--- src/rtl/fft4_stream_ctrl.sv ---
// fft4_stream_ctrl: frame sequencer around a combinational 4-point FFT core.
// Collects 4 samples, holds them on core_f, captures the 4 bins one cycle
// later and streams them out in bin order with valid/ready backpressure.
// Optional feature macro: FFT4_FRAME_CNT_EN adds a 16-bit drained-frame counter.
module fft4_stream_ctrl #(
  parameter int unsigned N = 8
) (
  input  logic                 clk,
  input  logic                 rst_n,
  input  logic [N-1:0]         in_data,
  input  logic                 in_valid,
  output logic                 in_ready,
  output logic [4*N-1:0]       core_f,
  input  logic [4*(N+2)-1:0]   core_re,
  input  logic [4*(N+2)-1:0]   core_im,
  output logic [N+1:0]         out_re,
  output logic [N+1:0]         out_im,
  output logic [1:0]           out_idx,
  output logic                 out_valid,
  input  logic                 out_ready,
`ifdef FFT4_FRAME_CNT_EN
  output logic [15:0]          frame_cnt,
`endif
  output logic                 busy
);

  localparam int unsigned BW = N + 2;

  localparam logic [1:0] S_LOAD  = 2'd0;
  localparam logic [1:0] S_CALC  = 2'd1;
  localparam logic [1:0] S_DRAIN = 2'd2;

  logic [1:0]      r_state;
  logic [1:0]      w_state_nxt;
  logic            w_accept;
  logic            w_take;
  logic [1:0]      r_ld_cnt;
  logic [1:0]      r_dr_cnt;
  logic            r_in_ready;
  logic            r_out_valid;
  logic            r_busy;
  logic [4*N-1:0]  r_core_f;
  logic [4*BW-1:0] r_res_re;
  logic [4*BW-1:0] r_res_im;
  logic [BW-1:0]   r_out_re;
  logic [BW-1:0]   r_out_im;
`ifdef FFT4_FRAME_CNT_EN
  logic [15:0]     r_frame_cnt;
`endif

  // Next-state decode and handshake qualification
  always_comb begin
    w_state_nxt = r_state;
    w_accept    = 1'b0;
    w_take      = 1'b0;
    case (r_state)
      S_LOAD: begin
        if (in_valid && r_in_ready) begin
          w_accept = 1'b1;
          if (r_ld_cnt == 2'd3) w_state_nxt = S_CALC;
        end
      end
      S_CALC:  w_state_nxt = S_DRAIN;
      S_DRAIN: begin
        if (r_out_valid && out_ready) begin
          w_take = 1'b1;
          if (r_dr_cnt == 2'd3) w_state_nxt = S_LOAD;
        end
      end
      default: w_state_nxt = S_LOAD;
    endcase
  end

  // State register plus registered status flags decoded from the next state
  always_ff @(posedge clk) begin
    if (!rst_n) begin
      r_state     <= S_LOAD;
      r_in_ready  <= 1'b1;
      r_out_valid <= 1'b0;
      r_busy      <= 1'b0;
    end else begin
      r_state     <= w_state_nxt;
      r_in_ready  <= (w_state_nxt == S_LOAD);
      r_out_valid <= (w_state_nxt == S_DRAIN);
      r_busy      <= (w_state_nxt != S_LOAD);
    end
  end

  // Sample collection: core_f only moves on an accepted sample
  always_ff @(posedge clk) begin
    if (!rst_n) begin
      r_ld_cnt <= 2'd0;
      r_core_f <= '0;
    end else if (w_accept) begin
      r_ld_cnt <= r_ld_cnt + 2'd1;
      for (int k = 0; k < 4; k++) begin
        if (r_ld_cnt == 2'(k)) r_core_f[k*N +: N] <= in_data;
      end
    end
  end

  // Bin capture at the end of S_CALC and in-order drain with held outputs
  always_ff @(posedge clk) begin
    if (!rst_n) begin
      r_res_re <= '0;
      r_res_im <= '0;
      r_out_re <= '0;
      r_out_im <= '0;
      r_dr_cnt <= 2'd0;
    end else if (r_state == S_CALC) begin
      r_res_re <= core_re;
      r_res_im <= core_im;
      r_out_re <= core_re[0 +: BW];
      r_out_im <= core_im[0 +: BW];
      r_dr_cnt <= 2'd0;
    end else if (w_take) begin
      r_dr_cnt <= r_dr_cnt + 2'd1;
      for (int k = 1; k < 4; k++) begin
        if (r_dr_cnt == 2'(k - 1)) begin
          r_out_re <= r_res_re[k*BW +: BW];
          r_out_im <= r_res_im[k*BW +: BW];
        end
      end
    end
  end

`ifdef FFT4_FRAME_CNT_EN
  // Count fully drained frames, wrapping at 16 bits
  always_ff @(posedge clk) begin
    if (!rst_n) begin
      r_frame_cnt <= 16'd0;
    end else if (w_take && (r_dr_cnt == 2'd3)) begin
      r_frame_cnt <= r_frame_cnt + 16'd1;
    end
  end

  assign frame_cnt = r_frame_cnt;
`endif

  assign in_ready  = r_in_ready;
  assign out_valid = r_out_valid;
  assign busy      = r_busy;
  assign core_f    = r_core_f;
  assign out_re    = r_out_re;
  assign out_im    = r_out_im;
  assign out_idx   = r_dr_cnt;

endmodule

--- config.mk ---
export PLATFORM = sky130hd
export DESIGN_NAME = fft4_stream_ctrl
export DESIGN_NICKNAME = d
export VERILOG_FILES = /design/src/rtl/fft4_stream_ctrl.sv
export SDC_FILE = /design/constraint.sdc
export NUM_CORES = 1
export LEC_CHECK = 0
export CAP_MARGIN = 20
export CORE_MARGIN = 3
export CORE_UTILIZATION = 37
export CTS_CLUSTER_SIZE = 8
export DETAILED_ROUTE_END_ITERATION = 12
export HOLD_SLACK_MARGIN = 0.08
export PLACE_DENSITY = 0.7
export SETUP_SLACK_MARGIN = 0.4
export SYNTH_ARGS = -nofsm -noshare
export SYNTH_HDL_FRONTEND = slang
export SYNTH_SLANG_ARGS = --single-unit
--- constraint.sdc ---
create_clock -name clk -period 3.2 [get_ports clk]
set_clock_uncertainty 0.05 [all_clocks]
set_input_delay 0.64 -clock clk [delete_from_list [all_inputs] [get_ports clk]]
set_output_delay 0.64 -clock clk [all_outputs]
set_load 0.005 [all_outputs]
* Yosys cells after proc, flatten, opt, wreduce, memory -nomap -nowiden
Cells that the tools add are included.
** Word-level totals
- Register bits :: 141
- Input bits :: 92
- Output and inout port bits :: 57
- Word-level logic and storage cells :: 60
** Cells by class
- Add/sub/neg operators :: 2
- Equal/unequal tests :: 9
- Muxes and demuxes :: 19
- Bitwise operators :: 1
- Reduce and logical (&&, ||, !) cells :: 15
** Operators with widths (count)
- 10-bit 2-to-1 mux :: 10
- 2-bit == test (second input constant) :: 6
- 2-bit AND reduction :: 5
- 2-bit zero test :: 4
- 2-bit 2-to-1 mux :: 4
- 2-bit by 1-bit == test with 1-bit output (second input constant) :: 3
- 2-bit case mux with 3 select lines :: 1
- 2-bit by 1-bit adder with 2-bit output (second input constant) :: 2
- 1-bit 2-to-1 mux :: 4
- 2-bit nonzero test :: 2
- 4-bit nonzero test :: 1
- 1-bit logical AND :: 2
- 2-bit OR reduction :: 1
- 1-bit NOT :: 1

* Longest topological paths before layout
- Depth after elaboration :: 6
- Depth in mapped cells :: 8
- Depth with buffers taken out :: 6

* Worst setup path before layout
OpenSTA, ideal clock, no wires.
- Kind :: register to register
- Start point :: register r_dr_cnt[0] (netlist: out_idx[0])
- End point :: register r_out_im[6] (netlist: out_im[6])
- Library setup time :: 0.070 ns
- Arrival time :: 1.663 ns
- Required time :: 3.080 ns
- Slack :: 1.417 ns
- Stages on the path, launching flop included :: 8
- Path buffers :: 1
- Clock period less this slack :: 1.783 ns
- Path through :: dfxtp_1 inv_1 ha_1 o21ai_0 o21a_1 buf_2 a2111o_1 a21boi_1
** Between the ends
- Longest elaborated chain between the ends :: 5
- Elaborated cells between the ends (all ways) :: 9
- Those cells by class :: eq/ne (2); mux (4); reduce/logical (3)
** RTL lines
- from (decl) :: RTL line 38 : logic [1:0] r_dr_cnt;
- from (signal assigned) :: RTL line 117 : r_dr_cnt <= r_dr_cnt + 2'd1;
- 2-bit by 1-bit == test with 1-bit output :: RTL line 119 : if (r_dr_cnt == 2'(k - 1)) begin
- 10-bit 2-to-1 mux (2 in a row) :: RTL line 119
- 10-bit 2-to-1 mux :: RTL line 116 : end else if (w_take) begin
- 10-bit 2-to-1 mux :: RTL line 110 : end else if (r_state == S_CALC) begin
- to (signal assigned) :: RTL line 114 : r_out_im <= core_im[0 +: BW];
- to (signal assigned) :: RTL line 121 : r_out_im <= r_res_im[k*BW +: BW];
- to (decl) :: RTL line 46 : logic [BW-1:0] r_out_im;
Several ways; a longest one is shown, not always the timed one. The select of a mux whose other input is x is not followed.
A chain may end at the register's enable or synchronous reset.

* Worst setup path in the final report
- Start point :: register r_dr_cnt[0] (netlist: out_idx[0])
- End point :: register r_out_re[1] (netlist: out_re[1])
** Between the ends
- Longest elaborated chain between the ends :: 5
- Elaborated cells between the ends (all ways) :: 9
- Those cells by class :: eq/ne (2); mux (4); reduce/logical (3)
** RTL lines
- 2-bit by 1-bit == test with 1-bit output :: RTL line 119
- 10-bit 2-to-1 mux (2 in a row) :: RTL line 119
- 10-bit 2-to-1 mux :: RTL line 116
- 10-bit 2-to-1 mux :: RTL line 110
- to (signal assigned) :: RTL line 113 : r_out_re <= core_re[0 +: BW];
- to (signal assigned) :: RTL line 120 : r_out_re <= r_res_re[k*BW +: BW];
- to (decl) :: RTL line 45 : logic [BW-1:0] r_out_re;
Several ways; a longest one is shown, not always the timed one. The select of a mux whose other input is x is not followed.

==> impl_metrics.ini <==
[route]
wire_per_inst_um = 15.8
route.detailed.drc = 0
drt.antenna.violating_nets = 0
dr.first_iter.drc_count = 293
vias_per_cell = 4.95
wl_um = 14700
drtPass1Iterations = 6
route.vias.total = 4605

[global_route]
grt-ovfl-total = 0
grt_max_degree = 84
grt_pass1_wl_um = 24200
antenna_found_initial = 0
grtUsageTotal_pct = 18.9
grt_pass1_vias = 4755

[logic_synthesis]
ys_warn_count = 0
muxShareOfSynthArea_pct = 3.78
synth_compound_area_share_pct = 21.3
syn_inst = 611
synthAdderAreaFrac_pct = 1.89
yosysSeqAreaShare_pct = 45.7
ys.flop_type = dfxtp_1
synth-xor-area-share_pct = 0.165
synth_edf_count = 0
avgSynthCellArea_um2 = 8.67
syn_area_mm2 = 0.00530
yosys.area_share.simple_pct = 22.0
synth_cell_types = 30
synth_seq_cells = 121
async_reset_ff_share_pct = 0
synth_top_family_by_area = simple AND/OR/NAND/NOR gates
synth_nets = 711

[cts]
path_clk_slew_ns = 0.05
ctsRootBufferMaster = clkbuf_16
postCtsSetupBuffers = 0
cts_tree = yes
htree_levels = 4
cts.sinks = 121
cts-resized-gates = 0
cts.path.max_buffers = 2
cts_buffers = 17
clk_latency_ns = 0.41
cts_hold_buf = 0

[critical_path]
crit_fanout = 21
crit_arrival_ns = 2.65
crit_path_end_kind = flip-flop
r2r_start = out_idx[0]
required_ns = 3.44
r2r-end = out_re[1]
criticalPathCategory = reg -> reg
reg2reg_slack_ns = 0.80
reg2regPathDepth = 5
worst_setup_path_start_kind = flip-flop

[die]
die_w_um = 126
start_util_pct = 38.0
design.core.area_mm2 = 0.0139
dieHeight_um = 126
die_area_mm2 = 0.0158
io_pins = 149
fp-row-count = 43

[layout]
finalNonFillerCells = 930
finish.net_count = 837
final.fill_count = 1273
drive_gt1_share_pct = 5.73
areaGrowthSynthToFinish_pct = 39.6
insertedDiodeCount = 0
design_area_mm2 = 0.00739

[worst_hold_path]
hold_depth = 2
holdCritStartpoint = out_im[7]
holdPathEnd = out_im[7]
hold_path_class = reg -> reg

[sta]
tightest_slew_ns = 0.976
fin_setup_tns_ns = 0
maxSlewHeadroom_pct = 34.8
rsz0062_at_grt = no
holdWs_ns = 0.402
final_hold_viol_count = 0
maxSlewViolCount = 0
post-route-period-util_pct = 75.1
max_freq_mhz = 416
finalSetupViolCount = 0
period_needed_ns = 2.40

[placement]
gp_congestion = 0.860
hpwl_um = 10100
placed_cells = 898
port-buffer-count = 148
place_area_mm2 = 0.00684

[power_and_ir_drop]
ir_drop_uv = 355
total_power_mw = 3.60
power.density_mw_per_mm2 = 487
p_leak_nw = 2.45

[job]
cap_violations = 0

[outcome]
status = finished clean
-- stage by stage --
step	setup slack, ns	util [%]
after global routing	0.535	53.0
final	0.796	53.0
after detailed placement	0.680	49.1
after CTS	0.665	53.0
after floorplan	1.42	-
after global placement	0.772	49.1
-- Yosys cell counts, drive strengths merged (2+ instances only) --
library cell / n / area (um2)
nand2: 178 / 668
clkbuf: 21 / 78.8
a21boi: 114 / 856
nor2: 23 / 88.8
dfxtp: 121 / 2420
buf: 28 / 174
inv: 5 / 18.8
o21ai: 3 / 15.0
nand3: 33 / 165
a22oi: 2 / 15.0
nand3b: 2 / 27.5
nor3b: 20 / 150
mux2i: 20 / 200
ha: 8 / 100
a2111o: 20 / 225
nor2b: 4 / 25.0
-- critical path, cell delays in order, from the launching register on --
cell,delay (ns)
dfxtp_1,0.46
inv_1,0.10
ha_1,0.46
nor2_2,0.86
a2111o_1,0.27
a21boi_1,0.07
-- routing by layer --
metal / vias up / GRT usage, % / share of wire [%]
li1: 2323 / - / -
met1: 2120 / 24.7 / 46
met2: 141 / 28.9 / 44
met3: 21 / 7.80 / 8.4
met4: 0 / 5.68 / 1.5
met5: - / 0 / 0
-- cells in the final DEF, fill, tap and decap left out, types with 17 or more instances in the layout --
master           count
nand2_1            178
clkdlybuf4s50_1    147
dfxtp_1            121
a21boi_0            93
nand3_1             33
nor2_1              22
a21boi_1            21
mux2i_1             20
nor3b_1             20
a2111o_1            20
clkbuf_16           17
-- final cells by class --
| cell class | instances | area (um2) | share of cell area [%] |
|---|---|---|---|
| Multi-Input combinational cell | 436 | 2610 | 35.3 |
| Sequential cell | 121 | 2420 | 32.8 |
| Timing Repair Buffer | 156 | 1560 | 21.1 |
| Clock buffer | 23 | 478 | 6.47 |
| Tap cell | 180 | 225 | 3.05 |
| Clock inverter | 9 | 72.6 | 0.982 |
| Inverter | 5 | 18.8 | 0.254 |
-- worst max-delay path by stage --
stage | slack (ns) | endpoint | cells past startpoint | from
finish | 0.80 | out_re[1] | 5 | out_idx[0]
global route | 0.54 | out_re[1] | 5 | out_idx[0]
CTS | 0.66 | out_re[1] | 5 | out_idx[0]
detailed placement | 0.68 | out_re[1] | 5 | out_idx[0]
global placement | 0.77 | out_re[8] | 6 | out_ready
floorplan | 1.42 | out_im[6] | 7 | out_idx[0]
-- power by group --
group	leakage [nW]	switching [mW]	total [mW]	internal [mW]
sequential	0.977	0.0164	1.55	1.53
clock	0.276	0.642	1.76	1.12
combinational	1.19	0.118	0.291	0.173
-- cell families after synthesis --
kind of cell	count (synthesis)
adders and majority gates	8
muxes	20
xor gates and xnor gates	1
DFF	121
and+or+nand+nor	265
buffers and inverters	54
AOI/OAI and AO/OA	142
-- flip-flops by register name, summed over array words and instances (netlist names) --
name / count
core_f: 32
r_res_im: 30
r_res_re: 30
out_im: 10
out_re: 10
out_idx: 2
r_ld_cnt: 2
r_state: 2
busy: 1
in_ready: 1
out_valid: 1
No activity file was read; power rests on OpenSTA's default activity.
